==> config.mk <==
export PLATFORM = sky130hd
export DESIGN_NAME = instr_fetch_reg_flat
export DESIGN_NICKNAME = d
export VERILOG_FILES = /design/src/rtl/instr_fetch_reg_if.sv /design/src/rtl/instr_fetch_reg.sv /design/src/flat_wrapper.sv
export SDC_FILE = /design/constraint.sdc
export NUM_CORES = 1
export LEC_CHECK = 0
export BUFFER_PORTS_ARGS = -buffer_cell sky130_fd_sc_hd__buf_2
export CORE_ASPECT_RATIO = 1.2
export CORE_MARGIN = 8
export CORE_UTILIZATION = 30
export DETAILED_ROUTE_END_ITERATION = 8
export GPL_TIMING_DRIVEN = 0
export PLACE_DENSITY_LB_ADDON = 0.08
export SYNTH_ARGS = -nofsm -noshare
export SYNTH_HDL_FRONTEND = slang
export SYNTH_SLANG_ARGS = --single-unit
export TNS_END_PERCENT = 20
==> constraint.sdc <==
create_clock -name clk -period 5.19 [get_ports clk]
set_clock_uncertainty 0.05 [all_clocks]
set_input_delay 1.2975 -clock clk [delete_from_list [all_inputs] [get_ports clk]]
set_output_delay 1.2975 -clock clk [all_outputs]
set_load 0.1 [all_outputs]
==> src/rtl/instr_fetch_reg_if.sv <==
// Bundle between the fetch/IR stage, the control unit, instruction memory and the
// immediate extender. The fetch stage is the slave; its environment is the master.
interface instr_fetch_reg_if;
  logic        fetch_req;
  logic        flush;
  logic [63:0] pc;
  logic [63:0] imem_addr;
  logic        imem_rd;
  logic        imem_ready;
  logic [31:0] imem_data;
  logic [31:0] instr;
  logic [3:0]  imm_sel;
  logic [6:0]  opcode;
  logic [4:0]  rd;
  logic [4:0]  rs1;
  logic [4:0]  rs2;
  logic [2:0]  funct3;
  logic [6:0]  funct7;
  logic        instr_valid;
  logic        illegal;
  logic        busy;
  logic        fetch_err;

  modport slave (
    input  fetch_req, flush, pc, imem_ready, imem_data,
    output imem_addr, imem_rd, instr, imm_sel, opcode, rd, rs1, rs2,
           funct3, funct7, instr_valid, illegal, busy, fetch_err
  );

  modport master (
    output fetch_req, flush, pc, imem_ready, imem_data,
    input  imem_addr, imem_rd, instr, imm_sel, opcode, rd, rs1, rs2,
           funct3, funct7, instr_valid, illegal, busy, fetch_err
  );
endinterface

==> src/rtl/instr_fetch_reg.sv <==
// Instruction fetch + instruction register: issues a read, waits (bounded) for memory,
// latches the word and decodes the immediate type for the downstream extender.
module instr_fetch_reg #(
  parameter int TIMEOUT = 15
) (
  input logic              clk,
  input logic              reset_n,
  instr_fetch_reg_if.slave bus
);

  typedef enum logic {IDLE = 1'b0, WAIT = 1'b1} state_t;

  state_t      r_state;
  state_t      w_nextState;
  logic [7:0]  r_cnt;
  logic [63:0] r_addr;
  logic [31:0] r_instr;
  logic [3:0]  r_immSel;
  logic        r_illegal;
  logic        r_valid;
  logic        r_fetchErr;

  logic        w_reqOk;
  logic        w_accept;
  logic        w_misalign;
  logic        w_capture;
  logic        w_stall;
  logic        w_timeout;
  logic        w_rd;
  logic        w_busy;
  logic [3:0]  w_decSel;
  logic        w_decIllegal;

  assign w_reqOk    = (r_state == IDLE) && bus.fetch_req && !bus.flush;
  assign w_accept   = w_reqOk && (bus.pc[1:0] == 2'b00);
  assign w_misalign = w_reqOk && (bus.pc[1:0] != 2'b00);
  assign w_capture  = (r_state == WAIT) && bus.imem_ready && !bus.flush;
  assign w_stall    = (r_state == WAIT) && !bus.imem_ready && !bus.flush;
  assign w_timeout  = w_stall && (r_cnt == 8'(TIMEOUT - 1));

  always_ff @(posedge clk or negedge reset_n) begin
    if (!reset_n) r_state <= IDLE;
    else          r_state <= w_nextState;
  end

  always_comb begin
    w_nextState = r_state;
    case (r_state)
      IDLE:    if (w_accept) w_nextState = WAIT;
      WAIT:    if (bus.flush || bus.imem_ready || w_timeout) w_nextState = IDLE;
      default: w_nextState = IDLE;
    endcase
  end

  always_comb begin
    w_rd   = (r_state == WAIT);
    w_busy = (r_state != IDLE);
  end

  // Value 5 is left free for the load-byte path and is never produced here.
  always_comb begin
    w_decSel     = 4'd0;
    w_decIllegal = 1'b0;
    case (bus.imem_data[6:0])
      7'b0000011, 7'b0010011, 7'b1100111, 7'b1110011: w_decSel = 4'd0;
      7'b0100011:             w_decSel = 4'd1;
      7'b1100011:             w_decSel = 4'd2;
      7'b0110111, 7'b0010111: w_decSel = 4'd3;
      7'b1101111:             w_decSel = 4'd4;
      7'b0110011:             w_decSel = 4'd0;
      default:                w_decIllegal = 1'b1;
    endcase
  end

  always_ff @(posedge clk or negedge reset_n) begin
    if (!reset_n) begin
      r_cnt      <= '0;
      r_addr     <= '0;
      r_instr    <= '0;
      r_immSel   <= '0;
      r_illegal  <= 1'b0;
      r_valid    <= 1'b0;
      r_fetchErr <= 1'b0;
    end else begin
      r_valid <= w_capture;
      if (w_accept) begin
        r_addr     <= bus.pc;
        r_fetchErr <= 1'b0;
        r_cnt      <= '0;
      end
      if (w_misalign) r_fetchErr <= 1'b1;
      if (w_capture) begin
        r_instr   <= bus.imem_data;
        r_immSel  <= w_decSel;
        r_illegal <= w_decIllegal;
      end
      if (w_timeout)    r_fetchErr <= 1'b1;
      else if (w_stall) r_cnt      <= r_cnt + 8'd1;
    end
  end

  assign bus.imem_addr   = r_addr;
  assign bus.imem_rd     = w_rd;
  assign bus.busy        = w_busy;
  assign bus.instr       = r_instr;
  assign bus.imm_sel     = r_immSel;
  assign bus.illegal     = r_illegal;
  assign bus.instr_valid = r_valid;
  assign bus.fetch_err   = r_fetchErr;
  assign bus.opcode      = r_instr[6:0];
  assign bus.rd          = r_instr[11:7];
  assign bus.funct3      = r_instr[14:12];
  assign bus.rs1         = r_instr[19:15];
  assign bus.rs2         = r_instr[24:20];
  assign bus.funct7      = r_instr[31:25];

endmodule

==> src/flat_wrapper.sv <==
// flat-port wrapper written by rule: the top's interface ports become plain ports
module instr_fetch_reg_flat 
#(
  parameter int TIMEOUT = 15
)
  (clk, reset_n, bus_fetch_req, bus_flush, bus_pc, bus_imem_ready, bus_imem_data, bus_imem_addr, bus_imem_rd, bus_instr, bus_imm_sel, bus_opcode, bus_rd, bus_rs1, bus_rs2, bus_funct3, bus_funct7, bus_instr_valid, bus_illegal, bus_busy, bus_fetch_err);
  instr_fetch_reg_if bus_i ();
  input logic clk;
  input logic reset_n;
  input wire logic [$bits(bus_i.fetch_req)-1:0] bus_fetch_req;
  input wire logic [$bits(bus_i.flush)-1:0] bus_flush;
  input wire logic [$bits(bus_i.pc)-1:0] bus_pc;
  input wire logic [$bits(bus_i.imem_ready)-1:0] bus_imem_ready;
  input wire logic [$bits(bus_i.imem_data)-1:0] bus_imem_data;
  output wire logic [$bits(bus_i.imem_addr)-1:0] bus_imem_addr;
  output wire logic [$bits(bus_i.imem_rd)-1:0] bus_imem_rd;
  output wire logic [$bits(bus_i.instr)-1:0] bus_instr;
  output wire logic [$bits(bus_i.imm_sel)-1:0] bus_imm_sel;
  output wire logic [$bits(bus_i.opcode)-1:0] bus_opcode;
  output wire logic [$bits(bus_i.rd)-1:0] bus_rd;
  output wire logic [$bits(bus_i.rs1)-1:0] bus_rs1;
  output wire logic [$bits(bus_i.rs2)-1:0] bus_rs2;
  output wire logic [$bits(bus_i.funct3)-1:0] bus_funct3;
  output wire logic [$bits(bus_i.funct7)-1:0] bus_funct7;
  output wire logic [$bits(bus_i.instr_valid)-1:0] bus_instr_valid;
  output wire logic [$bits(bus_i.illegal)-1:0] bus_illegal;
  output wire logic [$bits(bus_i.busy)-1:0] bus_busy;
  output wire logic [$bits(bus_i.fetch_err)-1:0] bus_fetch_err;
  assign bus_i.fetch_req = bus_fetch_req;
  assign bus_i.flush = bus_flush;
  assign bus_i.pc = bus_pc;
  assign bus_i.imem_ready = bus_imem_ready;
  assign bus_i.imem_data = bus_imem_data;
  assign bus_imem_addr = bus_i.imem_addr;
  assign bus_imem_rd = bus_i.imem_rd;
  assign bus_instr = bus_i.instr;
  assign bus_imm_sel = bus_i.imm_sel;
  assign bus_opcode = bus_i.opcode;
  assign bus_rd = bus_i.rd;
  assign bus_rs1 = bus_i.rs1;
  assign bus_rs2 = bus_i.rs2;
  assign bus_funct3 = bus_i.funct3;
  assign bus_funct7 = bus_i.funct7;
  assign bus_instr_valid = bus_i.instr_valid;
  assign bus_illegal = bus_i.illegal;
  assign bus_busy = bus_i.busy;
  assign bus_fetch_err = bus_i.fetch_err;
  instr_fetch_reg #(.TIMEOUT(TIMEOUT)) u_core (.clk(clk), .reset_n(reset_n), .bus(bus_i));
endmodule
== After elaboration in Yosys (flattened, before gate mapping) ==
Cells that the tools add are included.
Word-level totals
  register bits: 112
  logic and storage cells: 50
Cells by class
  $add $sub $neg: 1
  eq/ne operators: 11
  multiplexer cells: 11
  bitwise gates (word level): 1
  reductions and logical operators: 18
Operators by type and width (number)
  == test 7 bit (second input constant): 4
  two-way mux 8 bit: 3
  == test 7 x 6 -> 1 bit (second input constant): 3
  == test 7 x 5 -> 1 bit (second input constant): 2
  case mux 3 bit (4 select lines): 1
  OR reduction 10 bit: 1
  logical AND 1 bit: 9
  adder 8 x 1 -> 8 bit (second input constant): 1
  == test 8 x 4 -> 1 bit (second input constant): 1
  == test 7 x 2 -> 1 bit (second input constant): 1
  two-way mux 1 bit: 6
  nonzero test 3 bit: 1
  zero test 1 bit: 2
  zero test 2 bit: 1
  logical OR 1 bit: 2
  case mux 1 bit (2 select lines): 1
  nonzero test 2 bit: 1
  OR reduction 2 bit: 1
  inverter 1 bit: 1

== Logic depth before layout (Yosys ltp) ==
Gate-level depths: netlist of the first run.
  depth after elaboration: 7
  gate-level depth with buffers: 7
  gate-level depth less buffers: 6

== Worst setup path before layout of the first run ==
OpenSTA, ideal clock, no wires.
  path type: register to output
  from: register u_core.r_state, in the netlist u_core.bus.busy
  to: output bus_imem_rd
  arrival time: 1365 ps
  required time: 3843 ps
  path slack: 2477 ps
  cell stages (with the launch flop): 2
  path buffers: 1
  path through: dfrtp_1 buf_4
RTL lines
  from (decl): line instr_fetch_reg.sv:13  | state_t r_state;
  from (signal assigned): line instr_fetch_reg.sv:43  | else r_state <= w_nextState;
  to (decl): line flat_wrapper.sv:16  | output wire logic [$bits(bus_i.imem_rd)-1:0] bus_imem_rd;
No word-level cell between the ends.

== Final worst setup path of the first run ==
  from: register u_core.r_state, in the netlist u_core.bus.busy
  to: output bus_imem_rd
No word-level cell between the ends.

==> results of run 1 <==
## layout make-up
cell class,instances,area share
plain buffers,55,0.0528
flip-flops and latches,111,0.432
multi-input cells,350,0.233
repair buffers,237,0.189
well taps,204,0.0397
clock buffers,9,0.0351
inverters,2,0.00117
clock inverters,7,0.0164
diodes,1,0.000390
## placed cells by master (no fill, tap or decap), drive strengths merged
master and n:
inv 3, mux2i 1, o211ai 1, and3b 1, clkinvlp 1, clkinv 3
nand4b 2, nor4 1, o21bai 1, nor2 7, nand2b 3, xnor2 1
nor3 1, nand2 287, a31o 2, a31oi 1, nor3b 1, nor4b 1
and3 3, dfrtp 111, bufinv 2, diode 1, o21ai 5, a22o 2
ha 2, conb 1, buf 277, a21o 2, mux2 1, clkbuf 24
nand4 1, nand3 9, and2 2, a21oi 5, nand3b 1, or3b 1
or3 4
## registers in the layout, indices dropped and copies added, names as in the netlist
name / flops
u_core.r_cnt: 8
u_core.bus.instr_valid: 1
u_core.bus.imm_sel: 3
u_core.bus.fetch_err: 1
u_core.bus.imem_addr: 64
u_core.bus.busy: 1
u_core.bus.illegal: 1
u_core.bus.instr: 32
## through the flow
step                      setup slack (ns)  hold slack (ns)  area (um^2)
after detailed placement              2.28            0.407         6090
after floorplan                       2.48            0.439         4620
final                                 2.56            0.421         6420
after CTS                             2.54            0.427         6420
after global routing                  2.49            0.444         6420
after global placement                1.37            0.403         6060
## routing by layer
metal | vias up | GRT usage | wire length [um]
li1 | 2074 | - | -
met1 | 1840 | 0.165 | 5750
met2 | 178 | 0.216 | 6160
met3 | 17 | 0.0567 | 1690
met4 | 0 | 0.0583 | 274
met5 | - | 0 | 0
## power by group
group / internal (uW) / switching (uW)
combinational: 302 / 1840
clock: 430 / 330
sequential: 1020 / 98.6
## worst max-delay path by stage
stage,to,slack (ns),depth (start not counted)
3_3_place_gp,u_core.bus.imem_addr[31],1.37,1
3_5_place_dp,u_core.bus.instr[25],2.28,6
5_1_grt,u_core.bus.instr[28],2.49,6
4_1_cts,bus_imem_rd,2.54,2
2_1_floorplan,bus_imem_rd,2.48,1
6_report,bus_imem_rd,2.56,2
## critical path, delay by kind of cell, from the launching register on
kind                   cells  cell delay, ns
buffers and inverters      2            0.53
flip-flops                 1            0.41
## logic make-up (layout without fill, tap and decap cells)
logic type,after synthesis,in the layout,synth area share
other,1,2,0.000812
and+or+nand+nor,325,325,0.281
muxes,2,2,0.00542
DFF,111,111,0.601
xor gates and xnor gates,1,1,0.00190
adders and majority gates,2,2,0.00542
buffers and inverters,57,310,0.0750
AOI/OAI and AO/OA,19,19,0.0287
==> reports/metrics.csv, run 1 <==
stage;metric;value;unit
run_status;status;finished clean;
clocking;cts-resized-gates;0;
logic_synthesis;yosys-top-cells-count;287 x nand2_1, 111 x dfrtp_1, 35 x buf_4, 15 x clkbuf_1, 9 x nand3_1;
setup_path;r2r-start;u_core.bus.busy;
min_path;min_path_cells;2;
place;place.gp.congestion;0.742;
setup_path;arrival;1.28;ns
min_path;min_to;u_core.bus.imem_addr[47];
global_route;grt_max_degree;64;
setup_path;cp-start-kind;flip-flop;
final_layout;nets;869;
sta;fmax;380;MHz
clocking;cts_buffers;9;
power;leakage;0.00380;uW
routing;wire_per_inst;14.2;um
setup_path;required;3.84;ns
clocking;post_cts_buffers;0;
setup_path;cpPeakStageDelay;0.41;ns
logic_synthesis;ys_seq_area_frac;0.601;
floorplan;core;0.0150;mm^2
setup_path;r2r_end;u_core.bus.instr[3];
sta;setup_viol;0;
place;portBuffers;236;
final_layout;multi_input_area;0.00150;mm^2
setup_path;cp-end-kind;primary output;
min_path;hold_class;flip-flop to flip-flop;
floorplan;die_width;129;um
setup_path;crit_path_cell_trace;buf_4 -> buf_2;
clocking;cts_tree;done;
clocking;cts_num_sinks;111;
setup_path;r2r_slack;3.35;ns
final_layout;nFillCells;1530;
setup_path;critPathSlowestCell;dfrtp_1;
global_route;grt_use_total;0.139;
power;p_per_area;627;mW/mm^2
logic_synthesis;synth.top_cell.area_share;0.601;
clocking;clockRootBuffer;clkbuf_16;
floorplan;dieHeight;152;um
sta;maxSlewHeadroom;0.657;
setup_path;crit_path_start;u_core.bus.busy;
logic_synthesis;syn-instance-count;518;
clocking;cts_buffer_depth;2;
global_route;gr-total-overflow;0;
sta;period_minus_slack;2.63;ns
place;dp_hpwl;10.8;mm
setup_path;critPathMaxFanout;5;
logic_synthesis;synthesis.area;0.00462;mm^2
routing;drt-vias-per-instance;4.21;
global_route;grt_pass1_wl;21.7;mm
sta;rsz0062_at_grt;false;
logic_synthesis;async_flop_share;1.00;
clocking;ctsHoldBuffers;0;
logic_synthesis;yosysTopAreaCell;dfrtp_1;
floorplan;start_util;0.308;
final_layout;utilization;0.428;
logic_synthesis;synthTopCellsByArea;dfrtp_1 60%, nand2_1 23%, buf_4 5.7%;
logic_synthesis;ys_warn_count;0;
power;vdd_ir_drop_max;297;uV
routing;totalWireLength;13.9;mm
clocking;htree_levels;3;
sta;worstMarginPinSlew;0.513;ns
setup_path;reg2reg_depth;5;
min_path;hp-start;u_core.bus.imem_addr[47];
routing;drtPass1Iterations;5;
global_route;antenna_found_initial;1;
final_layout;register_area;0.00278;mm^2
sta;min_period_over_period;0.507;
floorplan;ioPinCount;238;
floorplan;rows;49;
logic_synthesis;yosysUniqueCellTypes;36;
power;finalPower;4030;uW
final_layout;fin_cells;976;
sta;setup_tns;0;ns
setup_path;crit_type;flip-flop to primary output;
clocking;clk_latency;0.35;ns
logic_synthesis;synth-seq-cells;111;
place;dp_cells;959;
routing;drc;0;
final_layout;syn_to_final_growth;39.0;%
routing;vias;4109;
global_route;grt_pass1_vias;4163;
routing;antenna_left;0;
logic_synthesis;syn_area_per_cell;8.92;um^2
clocking;path_clk_slew;0.07;ns
floorplan;die_area;0.0196;mm^2
logic_synthesis;synth_top_flop_cell;dfrtp_1;
final_layout;drive_gt1_frac;0.380;
logic_synthesis;synth_edf_count;0;
logic_synthesis;synth.most_common_cell;nand2_1;
sta;final_max_slew_viol_count;0;
sta;hold_viol;0;
routing;drt_iter0_markers;162;
run;max-cap-violations;0;
logic_synthesis;synth_nets;621;
Note: power is estimated with default switching activity, not from simulation.
==> inputs of run 2 (changes only) <==
--- a/config.mk
+++ b/config.mk
@@ -5,6 +5,7 @@
 export SDC_FILE = /design/constraint.sdc
 export NUM_CORES = 1
 export LEC_CHECK = 0
+export ABC_AREA = 1
 export BUFFER_PORTS_ARGS = -buffer_cell sky130_fd_sc_hd__buf_2
 export CORE_ASPECT_RATIO = 1.2
 export CORE_MARGIN = 8
==> constraint.sdc (replaced) <==
create_clock -name clk -period 2.72 [get_ports clk]
set_clock_uncertainty 0.05 [all_clocks]
set_input_delay 0.68 -clock clk [delete_from_list [all_inputs] [get_ports clk]]
set_output_delay 0.68 -clock clk [all_outputs]
set_load 0.1 [all_outputs]
==> run 2 against run 1 <==
  * Hold slack got worse by 0.29 ns
  * Power increased by 92%
  * Area after synthesis increased by 4.3%
  * Setup slack got worse by 1.9 ns
  * Sequential power grew 91%
  * Critical path depth unchanged
  * Non-clock buffer count is 7 higher
  * First-iteration DRC count increased by 20%
  * Combinational power rose by 93%
  * Register-to-register slack lost 2.1 ns
  * Highest routed layer is now met5
  * Via count increased by 8.8%
==> reports/metrics.csv, run 2 <==
stage;metric;value;unit;change
global_route;antenna_found_initial;3;;+2
run_status;status;finished clean;;
setup_path;reg2reg_depth;4;;-1
logic_synthesis;syn-instance-count;566;;+9.3%
setup_path;critPathMaxFanout;6;;+1
logic_synthesis;async_flop_share;1.00;;unchanged
floorplan;die_area;0.0204;mm^2;+3.8%
routing;antenna_left;0;;unchanged
logic_synthesis;synth.most_common_cell;nand2_1;;
routing;drc;0;;unchanged
logic_synthesis;synth_top_flop_cell;dfrtp_1;;
clocking;cts-resized-gates;0;;unchanged
power;seq_power_share;0.277;;about the same
setup_path;crit_type;flip-flop to primary output;;
logic_synthesis;ys_seq_area_frac;0.576;;-0.0250
logic_synthesis;synthesis.area;0.00482;mm^2;+4.3%
sta;maxSlewHeadroom;0.639;;-0.0179
final_layout;mostFrequentLayoutCell;nand2_1;;
sta;period_minus_slack;2.07;ns;
power;vdd_ir_drop_max;479;uV;+62%
logic_synthesis;yosysTopAreaCell;dfrtp_1;;
setup_path;crit_path_start;u_core.bus.busy;;
setup_path;worstSetupEndpoint;bus_imem_rd;;
setup_path;r2r_slack;1.21;ns;-2.14 ns
routing;drt-vias-per-instance;4.35;;+3.3%
floorplan;rows;50;;+2.0%
place;place.gp.congestion;0.755;;+1.8%
sta;whs;0.134;ns;-0.287 ns
power;power.switching;4350;uW;+92%
global_route;gr-total-overflow;0;;unchanged
clocking;cts_num_sinks;111;;unchanged
clocking;htree_levels;3;;unchanged
power;pwr-share-clk;0.187;;-0.002
logic_synthesis;syn_area_per_cell;8.52;um^2;-4.5%
floorplan;start_util;0.308;;+0.000621
clocking;cts_buffers;9;;unchanged
place;portBuffers;236;;unchanged
floorplan;core;0.0156;mm^2;+4.1%
logic_synthesis;yosysUniqueCellTypes;21;;-42%
place;dp_slack;0.715;ns;-1.56 ns
power;leakage;0.00395;uW;+4.1%
setup_path;critPathSlowestCell;dfrtp_1;;
power;p_comb_frac;0.537;;+0.004
setup_path;required;1.99;ns;-1.85 ns
sta;final_max_slew_viol_count;0;;unchanged
routing;vias;4471;;+8.8%
place;dp_hpwl;11.8;mm;+9.0%
sta;hold_viol;0;;unchanged
final_layout;final_cell_mix;256 x nand2_1, 253 x buf_2, 111 x dfrtp_1;;
final_layout;utilization;0.423;;-0.00421
global_route;grt_pass1_vias;4671;;+12%
sta;rsz0062_at_grt;false;;
floorplan;dieHeight;155;um;+1.9%
logic_synthesis;synthTopCellsByArea;dfrtp_1 58%, nand2_1 20%, nand3_1 8.5%;;
setup_path;cp-start-kind;flip-flop;;
run;max-cap-violations;0;;unchanged
routing;drtPass1Iterations;4;;-1
global_route;grt_use_total;0.150;;+0.0109
clocking;post_cts_buffers;0;;unchanged
clocking;path_clk_slew;0.07;ns;about the same
setup_path;r2r-start;u_core.bus.busy;;
final_layout;nets;917;;+5.5%
logic_synthesis;synth_nets;669;;+7.7%
logic_synthesis;synth_edf_count;0;;unchanged
routing;drt_iter0_markers;195;;+20%
logic_synthesis;ys_warn_count;0;;unchanged
routing;wire_per_inst;14.9;um;+4.7%
global_route;grt_max_degree;89;;+39%
clocking;cts_buffer_depth;2;;unchanged
setup_path;r2r_end;u_core.bus.imem_addr[10];;
clocking;ctsHoldBuffers;0;;unchanged
setup_path;crit_path_cell_trace;buf_4 -> buf_2;;
sta;worstMarginPinSlew;0.541;ns;+0.0283 ns
setup_path;arrival;1.34;ns;+0.06 ns
floorplan;ioPinCount;238;;unchanged
final_layout;drive_gt1_frac;0.381;;+0.000926
setup_path;cp-end-kind;primary output;;
power;swShare;0.563;;-0.00162
logic_synthesis;yosys-top-cells-count;256 x nand2_1, 111 x dfrtp_1, 82 x nand3_1, 36 x buf_4, 18 x buf_2;;
logic_synthesis;synth.top_cell.area_share;0.576;;-0.0250
power;p_per_area;1170;mW/mm^2;+86%
sta;setup_viol;0;;unchanged
floorplan;die_width;132;um;+1.9%
sta;min_period_over_period;0.761;;
final_layout;syn_to_final_growth;37.4;%;
logic_synthesis;synth-seq-cells;111;;unchanged
sta;fmax;483;MHz;
clocking;cts_tree;done;;
sta;fin_ws;0.650;ns;-1.91 ns
power;intPower;3380;uW;+93%
clocking;clockRootBuffer;clkbuf_16;;
routing;totalWireLength;15.3;mm;+10%
final_layout;largest_reg_flops;64;;unchanged
global_route;grt_pass1_wl;24.8;mm;+14%
setup_path;cpPeakStageDelay;0.45;ns;+0.04 ns
clocking;clk_latency;0.34;ns;about the same
min_path;hold_class;primary input to async pin;;
## run 2: changes by cell type after synthesis, sizes merged, moves of 3 or more
cell and change:
buf +14, inv +17, nand3 +74, nand2b -3, nand2 -31, nor2 +9, and3 -3, clkbuf -7
or3 -4
## run 2: final cells by class
class,count,area [um^2]
Buffer,62,390
Fill cell,1640,9020
Multi-Input combinational cell,375,1580
Timing Repair Buffer,237,1210
Sequential cell,111,2780
Clock inverter,5,81.3
Clock buffer,11,243
Tap cell,208,260
Antenna cell,1,2.50
Inverter,18,67.6
## run 2: how the worst min path moves through the flow
stage | start | to | slack (ns) | cells after the start
floorplan | reset_n | u_core.bus.busy | 0.33 | 0
global placement | u_core.bus.imem_addr[1] | u_core.bus.imem_addr[1] | 0.40 | 2
detailed placement | u_core.bus.imem_addr[0] | u_core.bus.imem_addr[0] | 0.41 | 2
CTS | reset_n | u_core.bus.instr[30] | 0.12 | 1
global route | reset_n | u_core.bus.instr[30] | 0.12 | 1
finish | reset_n | u_core.bus.instr[30] | 0.13 | 1
## run 2: logic make-up (layout without fill, tap and decap cells)
logic type | count (synthesis) | count (layout) | share of synthesized area
compound gates | 9 | 9 | 0.00935
xor+xnor | 2 | 2 | 0.00364
fa+ha+maj | 2 | 2 | 0.00519
buf+inv | 80 | 333 | 0.0950
flops | 111 | 111 | 0.576
other cells | 1 | 2 | 0.000778
simple gates | 361 | 361 | 0.310
## run 2: power groups by stage
stage                     sequential, uW  combinational, uW  clock (uW)
after CTS                           2150               4190        1500
after floorplan                     4360               1290           0
after detailed placement            2170               4190           0
after global routing                2190               4300        1580
after global placement              2160               4160           0
final                               2140               4150        1440
## run 2: through the flow
stage | power [uW] | area (um^2) | instances | setup TNS (ns)
after detailed placement | 6360 | 6290 | 1011 | 0
after floorplan | 5650 | 4820 | 566 | 0
after CTS | 7830 | 6620 | 1027 | 0
final | 7740 | 6620 | 1028 | 0
after global routing | 8070 | 6620 | 1028 | 0
after global placement | 6330 | 6260 | 1010 | -57.04
## run 2: worst max-delay path, delay by kind of cell, from the launching register on
kind                   cells  cell delay (ns)
buffers and inverters      2             0.55
DFF                        1             0.45
## run 2: per-layer routing
| layer | vias to the layer above | GRT usage | wire length, um |
|---|---|---|---|
| met5 | - | 0 | 20 |
| met4 | 4 | 0.0411 | 180 |
| met3 | 14 | 0.0719 | 1520 |
| met2 | 177 | 0.237 | 6970 |
| met1 | 2046 | 0.179 | 6610 |
| li1 | 2230 | - | - |
